**src/rtl/fpq_q16_server.sv**
```systemverilog
// fpq_q16_server: 16-entry circular packet-length source with a deficit round server.
// Optional macro FPQ_PKT_CNT_EN adds pkt_cnt / round_cnt statistics outputs.
`default_nettype none

module fpq_q16_server #(
    parameter logic [1:0] MODE   = 2'b11,
    parameter int         OFFSET = 3
) (
    input  logic        clk,
    input  logic        rst,
    input  logic [7:0]  cur_value,
    input  logic        ena_n,
    output logic        ready,
    output logic        go,
    output logic [7:0]  pkt_len,
    output logic [3:0]  head,
    output logic [8:0]  deficit
`ifdef FPQ_PKT_CNT_EN
    ,
    output logic [15:0] pkt_cnt,
    output logic [15:0] round_cnt
`endif
);

    localparam logic [2:0] S_IDLE   = 3'd0;
    localparam logic [2:0] S_READY  = 3'd1;
    localparam logic [2:0] S_ADD    = 3'd2;
    localparam logic [2:0] S_CHECK  = 3'd3;
    localparam logic [2:0] S_SETTLE = 3'd4;
    localparam logic [2:0] S_END    = 3'd5;

    localparam logic [3:0] C_OFFSET = OFFSET[3:0];

    logic [2:0] state;
    logic [2:0] next_state;
    logic [7:0] len_table [16];
    logic       can_pop;
    logic [9:0] sum;
    logic [8:0] sum_sat;

    // Constant length table: entry[i] = ((i + OFFSET) mod 16) + 1, lengths 1..16.
    for (genvar i = 0; i < 16; i++) begin : g_table
        localparam logic [3:0] C_IDX = i[3:0] + C_OFFSET;
        assign len_table[i] = {4'b0000, C_IDX} + 8'd1;
    end

    assign pkt_len = len_table[head];
    assign can_pop = ({1'b0, pkt_len} <= deficit);
    assign go      = (state == S_CHECK) && can_pop;
    assign sum     = {1'b0, deficit} + {2'b00, cur_value};
    assign sum_sat = sum[9] ? 9'h1FF : sum[8:0];

    always_comb begin
        next_state = state;
        case (state)
            S_IDLE:   next_state = S_READY;
            S_READY:  next_state = ena_n ? S_READY : S_ADD;
            S_ADD:    next_state = S_CHECK;
            S_CHECK:  next_state = (can_pop && MODE[1]) ? S_SETTLE : S_END;
            S_SETTLE: next_state = S_CHECK;
            S_END:    next_state = S_READY;
            default:  next_state = S_IDLE;
        endcase
    end

    // ready is a register so it is high exactly while the state is READY.
    always_ff @(posedge clk or posedge rst) begin
        if (rst) begin
            state <= S_IDLE;
            ready <= 1'b0;
        end else begin
            state <= next_state;
            ready <= (next_state == S_READY);
        end
    end

    always_ff @(posedge clk or posedge rst) begin
        if (rst) begin
            deficit <= 9'd0;
        end else begin
            case (state)
                S_ADD:   deficit <= sum_sat;
                S_CHECK: if (can_pop) deficit <= deficit - {1'b0, pkt_len};
                S_END:   if (!MODE[0]) deficit <= 9'd0;
                default: deficit <= deficit;
            endcase
        end
    end

    always_ff @(posedge clk or posedge rst) begin
        if (rst) begin
            head <= 4'd0;
        end else if (go) begin
            head <= head + 4'd1;
        end
    end

`ifdef FPQ_PKT_CNT_EN
    always_ff @(posedge clk or posedge rst) begin
        if (rst) begin
            pkt_cnt   <= 16'd0;
            round_cnt <= 16'd0;
        end else begin
            if (go) begin
                pkt_cnt <= pkt_cnt + 16'd1;
            end
            if (state == S_READY && !ena_n) begin
                round_cnt <= round_cnt + 16'd1;
            end
        end
    end
`endif

endmodule

`default_nettype wire

```
**config.mk**
```make
export PLATFORM = sky130hd
export DESIGN_NAME = fpq_q16_server
export DESIGN_NICKNAME = d
export VERILOG_FILES = /design/src/rtl/fpq_q16_server.sv
export SDC_FILE = /design/constraint.sdc
export NUM_CORES = 1
export LEC_CHECK = 0
export CORE_MARGIN = 1
export CORE_UTILIZATION = 55
export CTS_CLUSTER_SIZE = 8
export DETAILED_ROUTE_END_ITERATION = 10
export GPL_TIMING_DRIVEN = 0
export PLACE_DENSITY = 0.85
export SETUP_SLACK_MARGIN = 0.3
export SLEW_MARGIN = 15
export SYNTH_ARGS = -nofsm -noshare
export SYNTH_HDL_FRONTEND = slang
export SYNTH_SLANG_ARGS = --single-unit
```
**constraint.sdc**
```tcl
create_clock -name clk -period 4.9 [get_ports clk]
set_input_delay 0.98 -clock clk [delete_from_list [all_inputs] [get_ports clk]]
set_output_delay 0.98 -clock clk [all_outputs]
set_load 0.02 [all_outputs]
```
==> results of run 1 <==
[sequential cells by signal, summed over array words and instances, names as in the netlist]
signal   cells
state        3
deficit      9
head         4
ready        1
[power groups by stage]
stage	combinational (mW)	sequential (mW)	clock (mW)
floorplan	0.774	0.347	0
global placement	1.14	0.293	0
detailed placement	1.18	0.299	0
CTS	1.19	0.297	0.0769
global route	1.32	0.306	0.0850
finish	1.20	0.296	0.0789
[layout make-up]
type                    count  area, µm²  share of cell area [%]
plain buffers              11       61.3                    3.08
clock buffers               3       22.5                    1.13
clock inverters             1       5.00                   0.252
inverters                  14       52.6                    2.64
multi-input cells         153       1080                    54.4
flip-flops and latches     17        425                    21.4
well taps                  31       38.8                    1.95
repair buffers             30        300                    15.1
[layout by cell type, fill, tap and decap left out, types with 6 or more instances in the layout]
cell type	Yosys	final
xnor2_1	7	7
o21ai_0	18	18
dfrtp_1	17	17
nor2_1	9	9
ha_1	17	17
clkdlybuf4s50_1	0	30
a21oi_1	6	6
nor3_1	9	9
nand2_1	14	14
inv_1	14	14
[worst max-delay path, delay by kind of cell, from the launching register on]
family,cells,cell delay [ns]
compound gates,2,0.74
fa+ha+maj,2,0.66
buf+inv,3,0.85
flops,1,0.48
simple gates,1,0.26
[synthesized netlist by cell type (all sizes together) (2+ instances only)]
library cell	instances	area, µm²
inv	14	52.6
o21ai	20	100
dfrtp	17	425
nor2	9	33.8
o31a	4	36.3
o211ai	3	22.5
nor4	2	12.5
fa	2	40.0
ha	17	213
a21oi	6	30.0
a211o	2	17.5
o21a	4	30.0
nor3	9	45.0
buf	6	42.5
clkbuf	5	18.8
a211oi	2	15.0
nand2b	3	18.8
nand3b	2	15.0
or2	3	18.8
a21o	4	30.0
mux2i	2	20.0
a311oi	3	26.3
nand2	14	52.6
xnor2	7	61.3
nand3	4	20.0
and3	2	12.5
nand4	3	18.8
nor2b	5	31.3
a31oi	3	18.8
[through the flow]
stage	cells	area, µm²
global route	260	1990
finish	260	1990
floorplan	195	1620
detailed placement	256	1960
global placement	256	1960
CTS	260	1990
[logic make-up (layout without fill, tap and decap cells)]
kind of cell,after synthesis,after routing,synth area share (%)
mux,3,3,1.94
flops,17,17,26.4
fa+ha+maj,19,19,15.7
buf+inv,25,59,7.05
other cells,1,3,0.232
xor+xnor,8,8,4.34
simple gates,60,60,19.4
compound gates,60,60,25.0
[metal layers]
| layer | up-vias | part of all wire [%] |
|---|---|---|
| li1 | 772 | - |
| met1 | 750 | 43 |
| met2 | 67 | 50 |
| met3 | 10 | 5.5 |
| met4 | 0 | 1.6 |
| met5 | - | 0 |
[final timing paths]
check | startpoint | endpoint | slack (ns) | cells past startpoint
setup / recovery | head[2] | go | 0.63 | 8
hold / removal | head[3] | head[3] | 0.58 | 1
setup reg to reg | head[1] | deficit[8] | 2.06 | 9
hold reg to reg | head[3] | head[3] | 0.58 | 1
max in group asynchronous | rst | deficit[8] | 3.39 | 2
min in group asynchronous | rst | head[3] | 1.07 | 2
==> summary.txt, run 1 <==
Run status
  – Status: complete, no violations

Clock network
  – CTS Hold Buffers Added: 0
  – Clk pin slew, worst setup/hold paths: 0.11 ns
  – Clk root buf: clkbuf_4
  – Clk_lat worst skew: 0.30 ns
  – Clock buffer count from CTS: 3
  – Post-cts sizing count: 0
  – Maximum clock path buffer count: 2
  – Clock sink count: 17
  – CTS tree: done
  – # Post-CTS Setup Buffers: 0
  – H-tree depth: 1

Power
  – Power share of the sequential group: 18.7%
  – Pint: 779 µW
  – Cell Pwr Density: 794 mW/mm²
  – Combinational Power Share: 76.3%
  – Switch Pwr: 799 µW
  – Clock share of power: 5.0%
  – Leak pwr: 0.874 nW
  – Switch share: 50.6%
  – Final Power: 1.58 mW
  – Worst vdd ir: 0.000515 V

Placed design
  – Placer Congestion: 0.887
  – Port Buffers: 30
  – Place WS: 1.00 ns
  – DP HPWL: 3140 µm

Timing
  – Final hold vios: 0
  – Fin. max-slew vios: 0
  – Slew @ Worst Pin: 0.679 ns
  – Final setup fails: 0
  – Worst setup margin: 0.632 ns
  – Period utilization: 87.1%
  – Setup TNS: 0 ns
  – Worst hold slack: 0.576 ns
  – Slew headroom: 54.7%
  – RSZ-0062 raised after global routing: no
  – Tmin final: 4.27 ns
  – Clock skew: 0.00228 ns
  – F_max: 234 MHz

Global routing
  – Largest net degree at the start of global routing: 18
  – Met3 usage: 3.02%
  – Grt ovf: 0
  – GR Util All Layers: 26.6%
  – Met2 usage: 48.6%
  – Global-route wire length before repair: 6670 µm
  – GRT met1 Usage: 32.0%
  – Initial antenna violation count: 0
  – Most used routing layer in global routing: met2
  – Vias in the first global route: 1535

Routing
  – Wire length per cell: 15.2 µm
  – Post-route DRC: 0
  – Drt first pass iters: 4
  – Iteration-0 DRC count of the detailed router: 45
  – Vias per std cell: 6.15
  – Detail Route Antenna Nets: 0
  – Final wirelength: 3950 µm
  – Via count: 1599

Worst setup path
  – CP max FO: 6
  – CP max stage cell: clkdlybuf4s50_1
  – Worst setup SP type: register
  – Critical path arrival: 3.29 ns
  – Worst path max stage delay: 0.70 ns
  – Worst setup EP type: output port
  – Critical path cell sequence: inv_1 -> ha_1 -> inv_1 -> ha_1 -> and3_1 -> o21ai_0 -> a31oi_1 -> clkdlybuf4s50_1
  – Setup Crit Path Kind: reg2out
  – Critical Path RT: 3.92 ns

Die
  – Core Region: 0.00276 mm²
  – Die area: 0.00316 mm²
  – Initial core utilization: 58.5%
  – FP Rows: 19
  – Ports: 34
  – Die height: 56.2 µm
  – Die X: 56.2 µm

Min path
  – Hold/Removal Path Class: reg2reg

Yosys
  – Number of enable flip-flop cells after synthesis: 0
  – Synthesized instance count: 193
  – Seq/Total Area, Yosys: 26.4%
  – Synth cell types: 48
  – FFs w/ async S/R, synth: 100%
  – Synth Warn #: 0
  – Ys flop type: dfrtp_1
  – Flops & latches, synth: 17
  – Syn avg cell area: 8.36 µm²
  – Mapped Area: 0.00161 mm²

Cells and area
  – Diode count: 0
  – Layout cell share with drive strength beyond 1: 7.42%
  – Final core occ: 72.1%
  – Synth-to-Final Area Change: 23.2%
  – Fill cell count: 222
  – Final nets: 260

Flow run
  – Max_cap viols: 0
Note: power is estimated with default switching activity, not from simulation.
==> inputs of run 2 (changes only) <==
--- a/config.mk
+++ b/config.mk
@@ -6,11 +6,10 @@
 export NUM_CORES = 1
 export LEC_CHECK = 0
 export CORE_MARGIN = 1
-export CORE_UTILIZATION = 55
+export CORE_UTILIZATION = 31
 export CTS_CLUSTER_SIZE = 8
 export DETAILED_ROUTE_END_ITERATION = 10
 export GPL_TIMING_DRIVEN = 0
-export PLACE_DENSITY = 0.85
 export SETUP_SLACK_MARGIN = 0.3
 export SLEW_MARGIN = 15
 export SYNTH_ARGS = -nofsm -noshare
==> summary.txt, run 2 (same netlist as run 1, synthesis figures left out) <==
Worst setup path
  – Worst setup SP type: register
  – CP Depth: 8
  – Reg2reg end: deficit[8]
  – Top delay family on crit path: buffers and inverters
  – Worst setup EP type: output port
  – CP max FO: 6
  – CP max stage cell: clkdlybuf4s50_1
  – Critical path cell sequence: inv_1 -> ha_1 -> inv_1 -> ha_1 -> and3_1 -> o21ai_0 -> a31oi_1 -> clkdlybuf4s50_1
  – Setup Crit Path Kind: reg2out
  – Critical path arrival: 3.22 ns
  – Worst setup path endpoint: go
  – Worst Reg-to-Reg Cells: 9
  – Critical path origin: head[2]
  – Worst path bufs/invs: 3
  – Critical Path RT: 3.92 ns
  – Worst path max stage delay: 0.71 ns
  – Reg-to-Reg Start: head[1]
  – Worst R2R Setup Slack: 2.12 ns

Clock network
  – # Post-CTS Setup Buffers: 0
  – Clk pin slew, worst setup/hold paths: 0.08 ns
  – Clock buffer count from CTS: 3
  – Post-cts sizing count: 0
  – Maximum clock path buffer count: 2
  – CTS tree: done
  – CTS Hold Buffers Added: 0
  – H-tree depth: 1
  – Clk root buf: clkbuf_8
  – Clock sink count: 17
  – Clk_lat worst skew: 0.26 ns

Power
  – Worst vdd ir: 0.000255 V
  – Clock share of power: 6.9%
  – Pint: 805 µW
  – Cell Pwr Density: 774 mW/mm²
  – Leak pwr: 0.882 nW
  – Power share of the sequential group: 18.7%
  – Final Power: 1.59 mW
  – Switch Pwr: 782 µW
  – Combinational Power Share: 74.3%
  – Switch share: 49.3%

Routing
  – Final wirelength: 3840 µm
  – Post-route DRC: 0
  – Iteration-0 DRC count of the detailed router: 59
  – Drt first pass iters: 4
  – Detail Route Antenna Nets: 0
  – Via count: 1550
  – Wire length per cell: 13.0 µm
  – Vias per std cell: 5.24

Flow run
  – Max_cap viols: 0

Timing
  – Period utilization: 85.8%
  – Fin. max-slew vios: 0
  – Setup TNS: 0 ns
  – Worst setup margin: 0.696 ns
  – Clock skew: 0.0115 ns
  – RSZ-0062 raised after global routing: no
  – Slew @ Worst Pin: 0.686 ns
  – Final setup fails: 0
  – F_max: 238 MHz
  – Final hold vios: 0
  – Tmin final: 4.20 ns
  – Slew headroom: 54.2%

Global routing
  – Grt ovf: 0
  – Global-route wire length before repair: 6420 µm
  – GR Util All Layers: 15.2%
  – Initial antenna violation count: 0
  – Vias in the first global route: 1380
  – Largest net degree at the start of global routing: 18

Die
  – Die height: 74.2 µm
  – Initial core utilization: 33.1%
  – Die X: 74.2 µm
  – Die area: 0.00550 mm²
  – FP Rows: 25
  – Core Region: 0.00488 mm²
  – Ports: 34

Cells and area
  – Diode count: 0
  – Synth-to-Final Area Change: 27.1%
  – Most frequent cells in the layout: 30 x clkdlybuf4s50_1, 18 x o21ai_0, 17 x ha_1, 17 x dfrtp_1
  – Layout cell share with drive strength beyond 1: 7.42%
  – Biggest regs: deficit (9), head (4), state (3)
  – Final nets: 260
  – Commonest non-fill, non-tap cell in the layout: clkdlybuf4s50_1
  – Non-filler cells, final: 296
  – Largest reg by FF count: deficit
  – Max FFs per register: 9

Placed design
  – DP HPWL: 3040 µm
  – Placer Congestion: 0.821
  – Place WS: 0.992 ns
  – Port Buffers: 30
  – Post-placement cell count: 292

Run status
  – Status: complete, no violations

Min path
  – Hold/Removal Path Class: reg2reg
[run 2: cell counts in the layout (fill, tap and decap cells not counted)]
No cell type changed its count.
[run 2: worst min-delay path by stage]
stage	from	endpoint	cells after the start
CTS	head[3]	head[3]	1
global placement	head[3]	head[3]	1
global route	head[3]	head[3]	1
floorplan	deficit[2]	deficit[2]	2
finish	head[3]	head[3]	1
detailed placement	head[3]	head[3]	1
[run 2: worst register-to-register path, cell delays in order (launching register included)]
cell and delay [ns]:
dfrtp_1 0.46, inv_1 0.13, ha_1 0.15, nand3_1 0.13
ha_1 0.29, or4_4 0.47, a311oi_1 0.32, nand3_1 0.22
a311oi_1 0.38, a211oi_1 0.09
[run 2: power by group through the flow]
| stage | clock network [mW] | registers [mW] | logic (mW) |
|---|---|---|---|
| 3_5_place_dp | 0 | 0.300 | 1.18 |
| 4_1_cts | 0.114 | 0.298 | 1.18 |
| 3_3_place_gp | 0 | 0.301 | 1.17 |
| 6_report | 0.110 | 0.297 | 1.18 |
| 5_1_grt | 0.121 | 0.307 | 1.31 |
| 2_1_floorplan | 0 | 0.347 | 0.774 |
[run 2: routing by layer]
layer	global-route usage, %	wire (µm)
met5	0	0
met3	3.25	184
met1	21.7	1900
met2	23.3	1720
met4	3.85	30
[run 2: metrics by stage]
stage	cell area (µm²)	util (%)	hold WS, ns
after detailed placement	2010	41.1	0.538
after global placement	2010	41.1	0.534
after floorplan	1620	-	0.620
after CTS	2050	42.1	0.549
final	2050	42.1	0.544
after global routing	2050	42.1	0.587
[run 2: area by class of cell]
class	instances	area, µm²
Clock buffer	3	41.3
Fill cell	518	2830
Inverter	14	52.6
Multi-Input combinational cell	153	1080
Sequential cell	17	425
Buffer	11	61.3
Timing Repair Buffer	30	300
Clock inverter	1	5.00
Tap cell	67	83.8
